## config.mk

```make
export PLATFORM = sky130hd
export DESIGN_NAME = cls_resp_dist_flat
export DESIGN_NICKNAME = d
export VERILOG_FILES = /design/src/rtl/cls_pkg.sv /design/src/rtl/cls_resp_dist_if.sv /design/src/rtl/cls_delay_line.sv /design/src/rtl/cls_resp_dist.sv /design/src/flat_wrapper.sv
export SDC_FILE = /design/constraint.sdc
export NUM_CORES = 1
export LEC_CHECK = 0
export CAP_MARGIN = 5
export CORE_MARGIN = 3
export CORE_UTILIZATION = 28
export DETAILED_ROUTE_END_ITERATION = 10
export GPL_TIMING_DRIVEN = 1
export PLACE_DENSITY_LB_ADDON = 0.08
export REMOVE_ABC_BUFFERS = 1
export SLEW_MARGIN = 20
export SYNTH_ARGS = -nofsm -noshare
export SYNTH_HDL_FRONTEND = slang
export SYNTH_SLANG_ARGS = --single-unit
```

## constraint.sdc

```tcl
create_clock -name clk -period 1.1 [get_ports clk]
set_clock_uncertainty 0.2 [all_clocks]
set_input_delay 0.275 -clock clk [delete_from_list [all_inputs] [get_ports clk]]
set_output_delay 0.275 -clock clk [all_outputs]
set_load 0.03 [all_outputs]
```

## src/rtl/cls_pkg.sv

```systemverilog
// ---------------------------------------------------------------------------
// cls_pkg
// Shared definitions for the lockstep response distributor.
//   CORE_MS / CORE_SL1 / CORE_SL2 : bit positions of each core inside the
//                                   replicated {ms,sl1,sl2} output vectors.
//   NUM_CORES                     : number of cores fed by the distributor.
//   DEF_MAX_DELAY                 : default depth of the slave delay lines.
//   resp_t                        : one response-channel beat (gnt, rvalid, rdata).
// ---------------------------------------------------------------------------
package cls_pkg;
    localparam int CORE_MS       = 2;
    localparam int CORE_SL1      = 1;
    localparam int CORE_SL2      = 0;
    localparam int NUM_CORES     = 3;
    localparam int DEF_MAX_DELAY = 4;

    typedef struct packed {
        logic        gnt;
        logic        rvalid;
        logic [31:0] rdata;
    } resp_t;

    localparam resp_t RESP_IDLE = '0;
endpackage

```

## src/rtl/cls_resp_dist_if.sv

```systemverilog
// ---------------------------------------------------------------------------
// cls_resp_dist_if
// Memory-side response stream plus the replicated per-core copies.
//   instr_/data_req_ms               : voted master requests seen by memory
//   instr_/data_gnt_i, _rvalid_i, _rdata_i : single memory response stream
//   instr_/data_gnt_o, _rvalid_o     : per-core copies, {ms,sl1,sl2}
//   instr_/data_rdata_o              : per-core read data, {ms,sl1,sl2}
// Modports: master = memory/system side, slave = the distributor.
// ---------------------------------------------------------------------------
interface cls_resp_dist_if;
    import cls_pkg::*;

    logic                      instr_req_ms;
    logic                      data_req_ms;
    logic                      instr_gnt_i;
    logic                      instr_rvalid_i;
    logic [31:0]               instr_rdata_i;
    logic                      data_gnt_i;
    logic                      data_rvalid_i;
    logic [31:0]               data_rdata_i;
    logic [NUM_CORES-1:0]      instr_gnt_o;
    logic [NUM_CORES-1:0]      instr_rvalid_o;
    logic [NUM_CORES*32-1:0]   instr_rdata_o;
    logic [NUM_CORES-1:0]      data_gnt_o;
    logic [NUM_CORES-1:0]      data_rvalid_o;
    logic [NUM_CORES*32-1:0]   data_rdata_o;

    modport master (
        output instr_req_ms, data_req_ms,
        output instr_gnt_i, instr_rvalid_i, instr_rdata_i,
        output data_gnt_i, data_rvalid_i, data_rdata_i,
        input  instr_gnt_o, instr_rvalid_o, instr_rdata_o,
        input  data_gnt_o, data_rvalid_o, data_rdata_o
    );

    modport slave (
        input  instr_req_ms, data_req_ms,
        input  instr_gnt_i, instr_rvalid_i, instr_rdata_i,
        input  data_gnt_i, data_rvalid_i, data_rdata_i,
        output instr_gnt_o, instr_rvalid_o, instr_rdata_o,
        output data_gnt_o, data_rvalid_o, data_rdata_o
    );
endinterface

```

## src/rtl/cls_delay_line.sv

```systemverilog
// ---------------------------------------------------------------------------
// cls_delay_line
// Free-running shift register of DEPTH response beats with a fixed tap.
//   clk, rst : clock, synchronous active-high reset
//   clear    : drop every stage on the next edge (flush)
//   din      : beat entering the line (already registered by the caller)
//   dout     : din delayed by DELAY cycles; DELAY=0 passes din straight through
// ---------------------------------------------------------------------------
module cls_delay_line
    import cls_pkg::*;
#(
    parameter int DEPTH = DEF_MAX_DELAY,
    parameter int DELAY = 0
) (
    input  logic  clk,
    input  logic  rst,
    input  logic  clear,
    input  resp_t din,
    output resp_t dout
);

    resp_t dly_p [DEPTH];

    always_ff @(posedge clk) begin
        if (rst || clear) begin
            for (int i = 0; i < DEPTH; i++) dly_p[i] <= RESP_IDLE;
        end else begin
            dly_p[0] <= din;
            for (int i = 1; i < DEPTH; i++) dly_p[i] <= dly_p[i-1];
        end
    end

    if (DELAY == 0) begin : g_pass
        assign dout = din;
    end else begin : g_tap
        assign dout = dly_p[DELAY-1];
    end

endmodule

```

## src/rtl/cls_resp_dist.sv

```systemverilog
// ---------------------------------------------------------------------------
// cls_resp_dist
// Replicates the memory response stream to the master core and two slave
// cores, with optional fixed skew on each slave copy, and tracks in-flight
// transactions per channel to flag protocol violations.
//   clk, rst          : clock, synchronous active-high reset
//   flush             : drop all in-flight state (proto_err is kept)
//   bus               : memory response stream in, {ms,sl1,sl2} copies out
//   instr_outstanding : instruction in-flight count
//   data_outstanding  : data in-flight count
//   proto_err         : sticky protocol-violation flag, cleared only by rst
// ---------------------------------------------------------------------------
module cls_resp_dist
    import cls_pkg::*;
#(
    parameter int SL1_DELAY       = 0,
    parameter int SL2_DELAY       = 0,
    parameter int MAX_DELAY       = DEF_MAX_DELAY,
    parameter int MAX_OUTSTANDING = 3,
    parameter int CNT_W           = 2
) (
    input  logic             clk,
    input  logic             rst,
    input  logic             flush,
    cls_resp_dist_if.slave   bus,
    output logic [CNT_W-1:0] instr_outstanding,
    output logic [CNT_W-1:0] data_outstanding,
    output logic             proto_err
);

    if (SL1_DELAY > MAX_DELAY || SL2_DELAY > MAX_DELAY) begin : g_bad_delay
        $error("cls_resp_dist: slave delay exceeds MAX_DELAY");
    end
    if ((2 ** CNT_W) <= MAX_OUTSTANDING) begin : g_bad_cnt
        $error("cls_resp_dist: CNT_W too narrow for MAX_OUTSTANDING");
    end

    // Returns {error, next_count}. A simultaneous increment and decrement
    // cancel, so neither the saturation nor the underflow check applies.
    function automatic logic [CNT_W:0] track(input logic [CNT_W-1:0] cnt,
                                             input logic req, input logic gnt,
                                             input logic rvalid);
        logic             inc;
        logic             err;
        logic [CNT_W-1:0] nxt;
        inc = req & gnt;
        err = gnt & ~req;
        nxt = cnt;
        if (inc && !rvalid) begin
            if (cnt == CNT_W'(MAX_OUTSTANDING)) err = 1'b1;
            else                                 nxt = cnt + 1'b1;
        end else if (rvalid && !inc) begin
            if (cnt == '0) err = 1'b1;
            else           nxt = cnt - 1'b1;
        end
        return {err, nxt};
    endfunction

    // Stage p0: master copy, one register after the memory interface.
    resp_t instr_ms_p0, data_ms_p0;

    always_ff @(posedge clk) begin
        if (rst || flush) begin
            instr_ms_p0 <= RESP_IDLE;
            data_ms_p0  <= RESP_IDLE;
        end else begin
            instr_ms_p0 <= '{gnt: bus.instr_gnt_i, rvalid: bus.instr_rvalid_i,
                             rdata: bus.instr_rdata_i};
            data_ms_p0  <= '{gnt: bus.data_gnt_i, rvalid: bus.data_rvalid_i,
                             rdata: bus.data_rdata_i};
        end
    end

    // Slave copies: the p0 beat skewed by a fixed number of cycles.
    resp_t instr_sl1, instr_sl2, data_sl1, data_sl2;

    cls_delay_line #(.DEPTH(MAX_DELAY), .DELAY(SL1_DELAY)) u_instr_sl1 (
        .clk(clk), .rst(rst), .clear(flush), .din(instr_ms_p0), .dout(instr_sl1));
    cls_delay_line #(.DEPTH(MAX_DELAY), .DELAY(SL2_DELAY)) u_instr_sl2 (
        .clk(clk), .rst(rst), .clear(flush), .din(instr_ms_p0), .dout(instr_sl2));
    cls_delay_line #(.DEPTH(MAX_DELAY), .DELAY(SL1_DELAY)) u_data_sl1 (
        .clk(clk), .rst(rst), .clear(flush), .din(data_ms_p0), .dout(data_sl1));
    cls_delay_line #(.DEPTH(MAX_DELAY), .DELAY(SL2_DELAY)) u_data_sl2 (
        .clk(clk), .rst(rst), .clear(flush), .din(data_ms_p0), .dout(data_sl2));

    assign bus.instr_gnt_o    = {instr_ms_p0.gnt,    instr_sl1.gnt,    instr_sl2.gnt};
    assign bus.instr_rvalid_o = {instr_ms_p0.rvalid, instr_sl1.rvalid, instr_sl2.rvalid};
    assign bus.instr_rdata_o  = {instr_ms_p0.rdata,  instr_sl1.rdata,  instr_sl2.rdata};
    assign bus.data_gnt_o     = {data_ms_p0.gnt,     data_sl1.gnt,     data_sl2.gnt};
    assign bus.data_rvalid_o  = {data_ms_p0.rvalid,  data_sl1.rvalid,  data_sl2.rvalid};
    assign bus.data_rdata_o   = {data_ms_p0.rdata,   data_sl1.rdata,   data_sl2.rdata};

    // Outstanding tracking and sticky error flag.
    logic [CNT_W:0] instr_trk, data_trk;

    assign instr_trk = track(instr_outstanding, bus.instr_req_ms,
                             bus.instr_gnt_i, bus.instr_rvalid_i);
    assign data_trk  = track(data_outstanding, bus.data_req_ms,
                             bus.data_gnt_i, bus.data_rvalid_i);

    always_ff @(posedge clk) begin
        if (rst) begin
            instr_outstanding <= '0;
            data_outstanding  <= '0;
            proto_err         <= 1'b0;
        end else if (flush) begin
            // Inputs during flush are discarded without error checking.
            instr_outstanding <= '0;
            data_outstanding  <= '0;
        end else begin
            instr_outstanding <= instr_trk[CNT_W-1:0];
            data_outstanding  <= data_trk[CNT_W-1:0];
            proto_err         <= proto_err | instr_trk[CNT_W] | data_trk[CNT_W];
        end
    end

endmodule

```

## src/flat_wrapper.sv

```systemverilog
// flat-port wrapper written by rule: the top's interface ports become plain ports
module cls_resp_dist_flat import cls_pkg::*;
#(
    parameter int SL1_DELAY       = 0,
    parameter int SL2_DELAY       = 0,
    parameter int MAX_DELAY       = DEF_MAX_DELAY,
    parameter int MAX_OUTSTANDING = 3,
    parameter int CNT_W           = 2
)
  (clk, rst, flush, instr_outstanding, data_outstanding, proto_err, bus_instr_req_ms, bus_data_req_ms, bus_instr_gnt_i, bus_instr_rvalid_i, bus_instr_rdata_i, bus_data_gnt_i, bus_data_rvalid_i, bus_data_rdata_i, bus_instr_gnt_o, bus_instr_rvalid_o, bus_instr_rdata_o, bus_data_gnt_o, bus_data_rvalid_o, bus_data_rdata_o);
  cls_resp_dist_if bus_i ();
  input  logic clk;
  input  logic rst;
  input  logic flush;
  output logic [CNT_W-1:0] instr_outstanding;
  output logic [CNT_W-1:0] data_outstanding;
  output logic proto_err;
  input wire logic [$bits(bus_i.instr_req_ms)-1:0] bus_instr_req_ms;
  input wire logic [$bits(bus_i.data_req_ms)-1:0] bus_data_req_ms;
  input wire logic [$bits(bus_i.instr_gnt_i)-1:0] bus_instr_gnt_i;
  input wire logic [$bits(bus_i.instr_rvalid_i)-1:0] bus_instr_rvalid_i;
  input wire logic [$bits(bus_i.instr_rdata_i)-1:0] bus_instr_rdata_i;
  input wire logic [$bits(bus_i.data_gnt_i)-1:0] bus_data_gnt_i;
  input wire logic [$bits(bus_i.data_rvalid_i)-1:0] bus_data_rvalid_i;
  input wire logic [$bits(bus_i.data_rdata_i)-1:0] bus_data_rdata_i;
  output wire logic [$bits(bus_i.instr_gnt_o)-1:0] bus_instr_gnt_o;
  output wire logic [$bits(bus_i.instr_rvalid_o)-1:0] bus_instr_rvalid_o;
  output wire logic [$bits(bus_i.instr_rdata_o)-1:0] bus_instr_rdata_o;
  output wire logic [$bits(bus_i.data_gnt_o)-1:0] bus_data_gnt_o;
  output wire logic [$bits(bus_i.data_rvalid_o)-1:0] bus_data_rvalid_o;
  output wire logic [$bits(bus_i.data_rdata_o)-1:0] bus_data_rdata_o;
  assign bus_i.instr_req_ms = bus_instr_req_ms;
  assign bus_i.data_req_ms = bus_data_req_ms;
  assign bus_i.instr_gnt_i = bus_instr_gnt_i;
  assign bus_i.instr_rvalid_i = bus_instr_rvalid_i;
  assign bus_i.instr_rdata_i = bus_instr_rdata_i;
  assign bus_i.data_gnt_i = bus_data_gnt_i;
  assign bus_i.data_rvalid_i = bus_data_rvalid_i;
  assign bus_i.data_rdata_i = bus_data_rdata_i;
  assign bus_instr_gnt_o = bus_i.instr_gnt_o;
  assign bus_instr_rvalid_o = bus_i.instr_rvalid_o;
  assign bus_instr_rdata_o = bus_i.instr_rdata_o;
  assign bus_data_gnt_o = bus_i.data_gnt_o;
  assign bus_data_rvalid_o = bus_i.data_rvalid_o;
  assign bus_data_rdata_o = bus_i.data_rdata_o;
  cls_resp_dist #(.SL1_DELAY(SL1_DELAY), .SL2_DELAY(SL2_DELAY), .MAX_DELAY(MAX_DELAY), .MAX_OUTSTANDING(MAX_OUTSTANDING), .CNT_W(CNT_W)) u_core (.clk(clk), .rst(rst), .flush(flush), .bus(bus_i), .instr_outstanding(instr_outstanding), .data_outstanding(data_outstanding), .proto_err(proto_err));
endmodule
```

# == After elaboration in Yosys (flattened, before gate mapping) ==
# Cells that the tools add are included.
# op_classes
n_mux,16
bitwise,8
n_eq_ne,6
n_reduce_logical,16
add_sub_neg,4
# ops
op,n
$mux 2,8
$mux 1,8
$reduce_and 3->1,2
$add 2x1->2 const B,2
$and 1x1->1,4
$eq 2x2->1 const B,2
$logic_and 1x1->1,4
$logic_not 1->1,4
$logic_not 2->1,2
$ne 2x1->1 const B,2
$ne 2x2->1 const B,2
$reduce_bool 2->1,2
$sub 2x1->2 const B,2
$not 1->1,2
$or 1x1->1,2
$reduce_or 2->1,1
$logic_or 1x1->1,1
# totals
inputBits,73
output_inout_bits,209
regBits,73
wordCells,59

# == Longest topological paths before layout ==
# depth
depth_word,7
depth_mapped,4
ltp_nobuf,3

# == Modules after synthesis ==
# A second synthesis with hierarchy kept.
# unflattened
hier_cells,324
area_unflattened_um2,3186.8
# by_module_without_submodules
module,area_per_inst_um2,cells_per_inst,seq_area_each_um2,instances
cls_resp_dist,2165.8,188,1461.4,1
cls_delay_line,255.2,34,0.0,4

# == Worst setup path before layout ==
# OpenSTA, ideal clock, no wires.
# synth_path
path_type,reg-to-reg
start,register u_core.instr_outstanding[0]
end,register u_core.proto_err
setup_slack_ns,-0.303
setup_time_ns,0.136
arrival_time_ns,1.067
n_path_buf,0
synth_period_minus_slack_ns,1.403
t_required_ns,0.764
path_stages_with_launch,4
cell_sequence,dfxtp_1 -> and4b_2 -> nor4_1 -> a221oi_1
# synth_between
elab_chain_len,6
elab_cells_between_ends,8
cone_classes,eq/ne: 1; mux: 4; bitwise: 2; reduce/logical: 1
# synth_lines
item,line_no,rtl
"start, declared",cls_resp_dist.sv:26,"output logic [CNT_W-1:0] instr_outstanding,"
"start signal, assigned",cls_resp_dist.sv:111,instr_outstanding <= instr_trk[CNT_W-1:0];
$logic_not 2->1,cls_resp_dist.sv:53,if (cnt == '0) err = 1'b1;
$mux 1,cls_resp_dist.sv:53,
$mux 1,cls_resp_dist.sv:52,end else if (rvalid && !inc) begin
$mux 1 *,cls_resp_dist.sv:49,if (inc && !rvalid) begin
$or 1x1->1 * (2 in series),cls_resp_dist.sv:113,proto_err <= proto_err | instr_trk[CNT_W] | data_trk[CNT_W];
"end signal, assigned",cls_resp_dist.sv:113,
"end, declared",cls_resp_dist.sv:28,output logic proto_err
# Every way passes the cells marked *; elsewhere a longest branch is shown, timed or not.
# A chain may end at the register's enable or synchronous reset.

# == Worst setup path after layout ==
# layout_path
start,register u_core.instr_outstanding[1]
end,output instr_outstanding[1]
# layout_lines
item,line_no,rtl
"end, declared",flat_wrapper.sv:15,output logic [CNT_W-1:0] instr_outstanding;
# No word-level cell between the ends.

==> flow_metrics.env <==
export IMPL_cts_root_buf="clkbuf_16"
export IMPL_cts_tree="built"
export IMPL_crit_chain="buf_6 -> buf_6"
export IMPL_max_slew_margin_pct=81.8
export IMPL_ant_nets=0
export IMPL_failed_checks="hold timing, setup timing"
export IMPL_post_route_drc_count=0
export IMPL_pre_cts_slack_ns=-0.700
export IMPL_syn_avg_cell_area_um2=9.99
export IMPL_synth_seq_cells=73
export IMPL_clk_pin_slew_ns=0.05
export IMPL_num_rows=38
export IMPL_place_congestion=0.775
export IMPL_critPathMaxFanout=5
export IMPL_core_um2=10900
export IMPL_synthSimpleGateAreaFrac_pct=17.2
export IMPL_ys_flop_type="dfxtp_1"
export IMPL_cp_top_family="flip-flops"
export IMPL_yosys_area_top_type_share_pct=46.3
export IMPL_cap_violations=0
export IMPL_rr_endpoint="u_core.proto_err"
export IMPL_drive_gt1_share_pct=68.9
export IMPL_async_flop_share_pct=0
export IMPL_holdPathEnd="u_core.proto_err"
export IMPL_ir_drop_v=0.000713
export IMPL_routed_wl_mm=10.1
export IMPL_period_share_pct=125
export IMPL_via_per_inst=3.90
export IMPL_grt_overflow=0
export IMPL_worstPathArrival_ns=0.90
export IMPL_drt_initial_drc_count=51
export IMPL_yosys_area_share_adder_pct=0
export IMPL_cts_buffer_depth=2
export IMPL_setup_slack_ns=-0.276
export IMPL_wl_per_cell_um=15.9
export IMPL_io_buffers=281
export IMPL_synth_compound_area_share_pct=2.97
export IMPL_startpoint_type="flop"
export IMPL_die_area_um2=12600
export IMPL_crit_buf_inv=2
export IMPL_synth_seq_area_share_pct=46.3
export IMPL_n_fill_cell=918
export IMPL_tightest_slew_ns=0.274
export IMPL_numClockSinks=73
export IMPL_grtUsageMet2_pct=29.9
export IMPL_die_h_um=112
export IMPL_cpPeakStageDelay_ns=0.34
export IMPL_critPathKind="flop to output pin"
export IMPL_grt_pass1_vias=2506
export IMPL_finalSetupViolCount=212
export IMPL_dr_pass1_iters=3
export IMPL_num_antenna_cells=0
export IMPL_power_density_nw_per_um2=1190
export IMPL_p_leak_nw=2.85
export IMPL_max_freq_mhz=727
export IMPL_hold_path_class="input port to flop"
export IMPL_reg2reg_depth=4
export IMPL_ys_warn_count=0
export IMPL_critPathSlowestCell="dfxtp_2"
export IMPL_synth_edf_count=0
export IMPL_placed_area_um2=4710
export IMPL_rsz0062_at_grt="yes"
export IMPL_io_pins=282
export IMPL_min_from="rst"
export IMPL_r2r_slack_ns=-0.26
export IMPL_muxShareOfSynthArea_pct=0
export IMPL_syn_area_um2=3160
export IMPL_fin_area_um2=6330
export IMPL_synthTopCellsByArea="dfxtp_1 46%, buf_4 32%, and2_1 13%"
export IMPL_cts_made_buffers=9
export IMPL_area_delta_synth_final_pct=100
export IMPL_num_nets_final=567
export IMPL_yosysMostFrequentCell="buf_4"
export IMPL_finalPower_w=0.00753
export IMPL_cts_htree_levels=3
export IMPL_yosysTopAreaCell="dfxtp_1"
export IMPL_die_x_um=112
export IMPL_outcome="finished, violations left"
export IMPL_grt_max_degree=20
export IMPL_synth_xor_area_share_pct=0
export IMPL_clkLatencyLatePin_ns=0.32
export IMPL_syn_inst=316
export IMPL_cpMostUsedCell="buf_6"
export IMPL_drv_slew=0
export IMPL_use_met3_pct=3.99
export IMPL_grt_antenna_before_repair=0
export IMPL_synthTopCellsByCount="136 x buf_4, 73 x dfxtp_1, 67 x and2_1, 5 x clkbuf_1, 3 x inv_1"
export IMPL_finalHoldViolCount=1
export IMPL_grt_use_met1_pct=16.8
export IMPL_min_path_cells=2
export IMPL_detailedPlacementHpwl_mm=7.33
export IMPL_num_vias=2492
export IMPL_cts_hold_buffers=0
export IMPL_grt_first_pass_wirelength_mm=15.2
export IMPL_netlist_cell_type_count=30
export IMPL_crit_required_ns=0.62
export IMPL_initial_core_util_pct=28.9
export IMPL_endpoint_kind="output pin"
export IMPL_min_period_ns=1.38
export IMPL_hold_ws_ns=-0.0252
export IMPL_synth_top_family_by_area="buffers and inverters"
export IMPL_globalRouteTotalUtil_pct=15.6
export IMPL_top_usage_layer="met2"
export IMPL_reg2reg_from="u_core.instr_outstanding[1]"
## cells by family after synthesis
kind of cell    count (synthesis)
simple gates                   84
buf+inv                       146
compound gates                 13
flops                          73
## per-stage QoR
stage               setup TNS (ns)  cells  utilization [%]
finish                      -41.23    639             57.9
CTS                         -46.09    637             56.6
global placement            -36.59    607             43.1
floorplan                   -80.69    173                -
global route                -48.04    639             57.9
detailed placement          -36.50    607             43.1
## how the worst max path moves through the flow
stage	startpoint	end	cells past startpoint
global placement	bus_instr_rvalid_i	u_core.instr_outstanding[0]	4
detailed placement	bus_instr_rvalid_i	u_core.instr_outstanding[0]	4
floorplan	flush	u_core.bus.instr_rvalid_o[2]	2
CTS	u_core.instr_outstanding[1]	instr_outstanding[1]	2
global route	u_core.instr_outstanding[1]	u_core.proto_err	4
finish	u_core.instr_outstanding[1]	instr_outstanding[1]	2
## layout by cell type (no fill, tap or decap), types with 2 or more instances in the layout
cell and count:
dfxtp_2 9, a221oi_1 2, nor4b_4 2, nand2_1 2, buf_12 3, a211oi_2 2
and2_1 67, a21oi_1 2, clkbuf_16 11, buf_6 218, clkdlybuf4s50_1 64, clkinvlp_4 2
buf_4 12, dfxtp_4 64, dlygate4sd2_1 3, clkbuf_2 2, o21ai_1 2, buf_2 2
inv_1 3
## layer usage
layer | part of all wire [%] | wire length, um | vias up
li1 | - | - | 1212
met1 | 36 | 3630 | 1139
met2 | 56 | 5730 | 133
met3 | 6.9 | 695 | 8
met4 | 0.91 | 92 | 0
met5 | 0 | 0 | -
## registers in the layout (all words and copies together) (netlist names)
name,cells
u_core.bus.instr_gnt_o,1
u_core.bus.instr_rdata_o,32
u_core.bus.data_rdata_o,32
u_core.proto_err,1
u_core.data_outstanding,2
u_core.bus.instr_rvalid_o,1
u_core.instr_outstanding,2
u_core.bus.data_gnt_o,1
u_core.bus.data_rvalid_o,1
## worst reg2reg max path: cells and delay by family (launching register included)
family | cells | cell delay, ns
buffers and inverters | 1 | 0.12
flip-flops | 1 | 0.33
AO/OA/AOI/OAI | 1 | 0.10
AND/OR/NAND/NOR | 2 | 0.49
## where the power goes
part / switching [W] / total (W) / internal (W)
clock: 0.00109 / 0.00291 / 0.00183
combinational: 0.000869 / 0.00180 / 0.000935
sequential: 0.000147 / 0.00282 / 0.00267
total: 0.00210 / 0.00753 / 0.00543
## area by class of cell
| class | instances | area (um^2) | area share, % |
|---|---|---|---|
| timing repair buffer | 310 | 3430 | 54.2 |
| multi-input combinational | 97 | 698 | 11.0 |
| clock inverter | 5 | 62.6 | 0.988 |
| tap | 140 | 175 | 2.77 |
| sequential | 73 | 1710 | 27.1 |
| clock buffer | 11 | 243 | 3.83 |
| inverter | 3 | 11.3 | 0.178 |
## timing repair
| action | 4_1_cts | 5_1_grt |
|---|---|---|
| setup endpoints to repair | 280 | 265 |
| pin swaps | 5 | 8 |
| resized for setup | 345 | 46 |
| setup buffers | 12 | 0 |
| gates cloned | 2 | 2 |
| hold endpoints to repair | 0 | 1 |
No activity file was read; power rests on OpenSTA's default activity.
